--- src/rtl/branch_resolver.sv ---
// In-order branch resolution queue: checks fetch-time predictions against execute
// outcomes, flushes on mispredict and feeds training info back to the predictor.
module branch_resolver #(
    parameter int unsigned DEPTH        = 4,
    parameter int unsigned ADDR_W       = 32,
    parameter int unsigned FLUSH_CYCLES = 2
) (
    input  logic                         clk,
    input  logic                         rstn_h,
    input  logic                         pred_valid,
    input  logic                         pred_taken,
    input  logic [ADDR_W-1:0]            pred_pc,
    input  logic [ADDR_W-1:0]            pred_target,
    output logic                         pred_ready,
    input  logic                         res_valid,
    input  logic                         res_taken,
    input  logic [ADDR_W-1:0]            res_target,
    output logic                         flush,
    output logic [ADDR_W-1:0]            redirect_pc,
    output logic [1:0]                   upd_cond,
    output logic                         upd_act_taken,
    output logic                         upd_pred_taken,
    output logic [$clog2(DEPTH+1)-1:0]   inflight,
    output logic                         res_err
);

    localparam int unsigned PtrW = $clog2(DEPTH);
    localparam int unsigned OccW = $clog2(DEPTH + 1);
    localparam int unsigned CntW = (FLUSH_CYCLES > 1) ? $clog2(FLUSH_CYCLES) : 1;

    typedef enum logic [0:0] {StRun, StFlush} state_e;

    state_e            state_q, state_d;
    logic [CntW-1:0]   cnt_q, cnt_d;
    logic [PtrW-1:0]   head_q, head_d, tail_q, tail_d;
    logic [OccW-1:0]   occ_q, occ_d;
    logic              flush_q;
    logic [ADDR_W-1:0] redirect_q;
    logic [1:0]        upd_cond_q;
    logic              upd_act_q, upd_pred_q, res_err_q;

    logic              mem_taken  [DEPTH];
    logic [ADDR_W-1:0] mem_pc     [DEPTH];
    logic [ADDR_W-1:0] mem_target [DEPTH];

    logic              push, pop, mispredict, empty_res;
    logic              head_taken;
    logic [ADDR_W-1:0] head_pc, head_target, redirect_calc;

    // Ready depends only on registered state; a same-cycle pop never frees the slot.
    assign pred_ready = (state_q == StRun) && (occ_q != OccW'(DEPTH));

    assign head_taken  = mem_taken[head_q];
    assign head_pc     = mem_pc[head_q];
    assign head_target = mem_target[head_q];

    assign push       = pred_valid && pred_ready;
    assign pop        = res_valid && (state_q == StRun) && (occ_q != '0);
    assign empty_res  = res_valid && (state_q == StRun) && (occ_q == '0);
    assign mispredict = pop && ((res_taken != head_taken) ||
                                (res_taken && head_taken && (res_target != head_target)));
    assign redirect_calc = res_taken ? res_target : head_pc + ADDR_W'(4);

    always_comb begin
        state_d = state_q;
        cnt_d   = cnt_q;
        head_d  = head_q;
        tail_d  = tail_q;
        occ_d   = occ_q;
        unique case (state_q)
            StRun: begin
                if (mispredict) begin
                    state_d = StFlush;
                    cnt_d   = CntW'(FLUSH_CYCLES - 1);
                    head_d  = '0;
                    tail_d  = '0;
                    occ_d   = '0;
                end else begin
                    if (push) tail_d = tail_q + PtrW'(1);
                    if (pop)  head_d = head_q + PtrW'(1);
                    if (push && !pop)      occ_d = occ_q + OccW'(1);
                    else if (pop && !push) occ_d = occ_q - OccW'(1);
                end
            end
            StFlush: begin
                if (cnt_q == '0) state_d = StRun;
                else             cnt_d   = cnt_q - CntW'(1);
            end
            default: state_d = StRun;
        endcase
    end

    always_ff @(posedge clk or negedge rstn_h) begin
        if (!rstn_h) begin
            state_q    <= StRun;
            cnt_q      <= '0;
            head_q     <= '0;
            tail_q     <= '0;
            occ_q      <= '0;
            flush_q    <= 1'b0;
            redirect_q <= '0;
            upd_cond_q <= 2'b00;
            upd_act_q  <= 1'b0;
            upd_pred_q <= 1'b0;
            res_err_q  <= 1'b0;
        end else begin
            state_q    <= state_d;
            cnt_q      <= cnt_d;
            head_q     <= head_d;
            tail_q     <= tail_d;
            occ_q      <= occ_d;
            flush_q    <= mispredict;
            if (mispredict) redirect_q <= redirect_calc;
            upd_cond_q <= pop ? 2'b01 : 2'b00;
            if (pop) begin
                upd_act_q  <= res_taken;
                upd_pred_q <= head_taken;
            end
            if (empty_res) res_err_q <= 1'b1;
        end
    end

    // Payload storage needs no reset: occupancy gates every read.
    always_ff @(posedge clk) begin
        if (push && !mispredict) begin
            mem_taken[tail_q]  <= pred_taken;
            mem_pc[tail_q]     <= pred_pc;
            mem_target[tail_q] <= pred_target;
        end
    end

    assign flush          = flush_q;
    assign redirect_pc    = redirect_q;
    assign upd_cond       = upd_cond_q;
    assign upd_act_taken  = upd_act_q;
    assign upd_pred_taken = upd_pred_q;
    assign inflight       = occ_q;
    assign res_err        = res_err_q;

endmodule

--- config.mk ---
export PLATFORM = sky130hd
export DESIGN_NAME = branch_resolver
export DESIGN_NICKNAME = d
export VERILOG_FILES = /design/src/rtl/branch_resolver.sv
export SDC_FILE = /design/constraint.sdc
export NUM_CORES = 1
export LEC_CHECK = 0
export CAP_MARGIN = 20
export CORE_MARGIN = 4
export CORE_UTILIZATION = 45
export CTS_CLUSTER_SIZE = 12
export DETAILED_ROUTE_END_ITERATION = 8
export PLACE_DENSITY_LB_ADDON = 0.15
export SYNTH_ARGS = -nofsm -noshare
export SYNTH_HDL_FRONTEND = slang
export SYNTH_SLANG_ARGS = --single-unit
export TNS_END_PERCENT = 10
--- constraint.sdc ---
create_clock -name clk -period 12.83 [get_ports clk]
set_input_delay 2.566 -clock clk [delete_from_list [all_inputs] [get_ports clk]]
set_output_delay 2.566 -clock clk [all_outputs]
set_load 0.02 [all_outputs]
==> results_dict.tcl <==
set metrics [dict create \
    hold_start "res_err" \
    slowest_delay_ns 0.71 \
    synth_area_leaders "edfxtp_1, mux4_2, dfrtp_1, mux2_4, xnor2_1" \
    max_freq_mhz 158 \
    postCtsSetupBuffers 0 \
    rsz0062_at_grt "false" \
    clkTransAtPathRegs_ns 0.06 \
    grt_pass1_vias 7012 \
    worst-setup-path-type "primary input to flip-flop" \
    antenna_found_initial 0 \
    p_switching_mw 1.04 \
    crit_buf_inv 3 \
    p_leak_nw 5.26 \
    synth_compound_area_share_pct 1.93 \
    r2r-start "head_q[0]" \
    grt_start_max_net_pins 66 \
    grt_pass1_wl_um 43300 \
    setup_ws_ns 6.50 \
    slew_viol_final 0 \
    cap_violations 0 \
    max-vdd-ir-drop_mv 0.132 \
    synth_common_cells "edfxtp_1, mux4_2, nand2_1" \
    p_seq_share_pct 40.9 \
    avgSynthCellArea_um2 18.9 \
    tns_ns 0 \
    ys.flop_type "edfxtp_1" \
    path_cells "clkdlybuf4s50_1, xnor2_1, nand4_1, nor4_2, a21boi_2, o21ai_4, buf_4, and3_2, buf_4" \
    path_common_cell "buf_4" \
    utilization_pct 55.8 \
    cts_tree "done" \
    wl_met1_um 12500 \
    power_mw 3.43 \
    wl_met2_um 14000 \
    required_ns 12.96 \
    yosysTopAreaCellShare_pct 60.6 \
    hold_class "flip-flop to flip-flop" \
    cts_root_buffer "clkbuf_16" \
    grtUsageTotal_pct 18.3 \
    ys_types 57 \
    synthAdderAreaFrac_pct 0.738 \
    synth_seq_cells 306 \
    grt_overflow_total 0 \
    start_kind "primary input" \
    path_depth 9 \
    rows 61 \
    finalSetupViolations 0 \
    highest_layer "met4" \
    p_int_mw 2.38 \
    place.gp.congestion 0.834 \
    syn-instance-count 681 \
    r2r_slack_ns 6.94 \
    die_w_um 177 \
    synth-xor-area-share_pct 4.21 \
    cts.sinks 306 \
    numCtsBuffers 34 \
    crit_arrival_ns 6.46 \
    initial_core_util_pct 46.0 \
    fin_cells 1237 \
    ios 144 \
    hold_viol 0 \
    netlist_area_mm2 0.0129 \
    syn_to_final_growth_pct 21.3 \
    power_density_mw_per_mm2 219 \
    r2r_end "mem_target[3][23]" \
    clock_path_buffers 3 \
    vias 6711 \
    cp_max_fo 44 \
    synth-seq-area-share_pct 69.5 \
    post-route-min-period_ns 6.33 \
    r2r_cells 10 \
    clk_latency_ns 0.50 \
    cts_max_level 2 \
    finalCritPeriodShare_pct 49.4 \
    place_ws_ns 5.94 \
    drt_wl_total_um 28500 \
    cts_resized 0 \
    routed_via_density 5.43 \
    drc 0 \
    place.port_buffers 142 \
    fin_nets 944 \
    p_sw_share_pct 30.4 \
    slew_headroom_pct 32.3 \
    drtIter0Drc 540 \
    status "finished, final reports clean" \
    drtPass1Iterations 5 \
    synth_top_area_cell "edfxtp_1" \
    power_frac_comb_pct 32.6 \
    placed_cells 1176 \
    cpLargestDelayFamily "buffers and inverters" \
    syn_nets 790 \
    synth.area.mux_share_pct 15.7 \
    wl_met3_um 1500 \
    worst_slew_pin_slew_ns 1.02 \
    core_mm2 0.0280 \
    yosys.cell_count.top_type "edfxtp_1" \
    wl_per_cell_um 23.0 \
    async_flop_share_pct 15.0 \
    cts.hold.buffers_added 0 \
    synth-edff-count 260 \
    die_area_mm2 0.0314 \
    cp_slowest_cell "and3_2" \
    pwr-share-clk_pct 26.5 \
    worstSetupEndpointType "flip-flop" \
    fp.dieH_um 177 \
    ant_nets 0 \
    ys_warn_count 0 \
    synth_top_family_by_area "multiplexers" \
    drive_above_1_share_pct 19.6 \
    min_to "res_err" \
    synth-simple-area-share_pct 5.33 \
    place.detailed.hpwl_um 19300 \
    holdPathStages 1 \
    skew_ns 0.0131 \
]
==> cell families (layout without fill, tap and decap cells) <==
| group | Yosys count | after routing |
|---|---|---|
| xor+xnor | 62 | 62 |
| fa+ha+maj | 7 | 7 |
| mux | 102 | 102 |
| buf+inv | 42 | 219 |
| flops | 306 | 306 |
| other cells | 1 | 2 |
| simple gates | 119 | 119 |
| compound gates | 42 | 42 |
==> registers in the layout, summed over array words and instances (netlist names) <==
name,count
upd_pred_taken,1
upd_cond,1
flush,1
mem_target,128
inflight,3
mem_pc,128
mem_taken,4
res_err,1
head_q,2
redirect_pc,32
upd_act_taken,1
tail_q,2
cnt_q,1
state_q,1
==> per-layer routing <==
layer	vias to the layer above	GRT usage (%)
li1	3003	-
met1	3467	26.3
met2	202	29.4
met3	39	3.27
met4	0	4.42
met5	-	0
==> power by group through the flow <==
stage / Sequential (mW) / Clock [mW] / Combinational, mW
after detailed placement: 1.43 / 0 / 1.13
after global placement: 1.41 / 0 / 1.12
after floorplan: 1.44 / 0 / 0.745
after global routing: 1.42 / 0.976 / 1.19
after CTS: 1.41 / 0.929 / 1.13
final: 1.40 / 0.908 / 1.12
==> how the worst max path moves through the flow <==
| stage | endpoint | start | slack [ns] |
|---|---|---|---|
| floorplan | mem_pc[0][0] | res_target[28] | 7.12 |
| global placement | mem_target[3][20] | res_target[1] | 5.95 |
| detailed placement | mem_target[3][11] | res_target[30] | 5.94 |
| CTS | mem_target[3][23] | res_target[30] | 6.45 |
| global route | mem_target[3][22] | res_target[30] | 6.35 |
| finish | mem_target[3][23] | res_target[30] | 6.50 |
==> metrics by stage <==
step / area [µm²] / hold slack (ns)
after global placement: 14500 / 0.445
after floorplan: 12900 / 0.449
after global routing: 15600 / 0.476
after CTS: 15600 / 0.474
after detailed placement: 14500 / 0.459
final: 15600 / 0.471
==> cell usage in the layout, fill, tap and decap left out, types with 5 or more instances in the layout <==
master,n
clkbuf_16,37
ha_1,6
nand4_1,13
xor2_1,12
mux2_4,30
o21ai_0,25
clkinv_1,5
nand2_1,51
dfrtp_1,44
nor4_2,5
clkbuf_1,10
mux2_2,6
nor2_1,6
nor3_1,8
buf_4,8
o21ai_1,5
clkdlybuf4s50_1,140
xnor2_1,50
mux4_1,8
nand3_1,6
mux4_2,57
edfxtp_1,260
clkinv_2,5
inv_1,8
==> cell type report <==
cell class                 instances  area, µm²
timing repair buffer             151       1490
tap                              378        473
fill                            2194      12400
inverter                           9       33.8
antenna                            1       2.50
sequential                       306       8960
clock inverter                    11       77.6
clock buffer                      48        977
multi-input combinational        333       3610
Note: power is estimated with default switching activity, not from simulation.
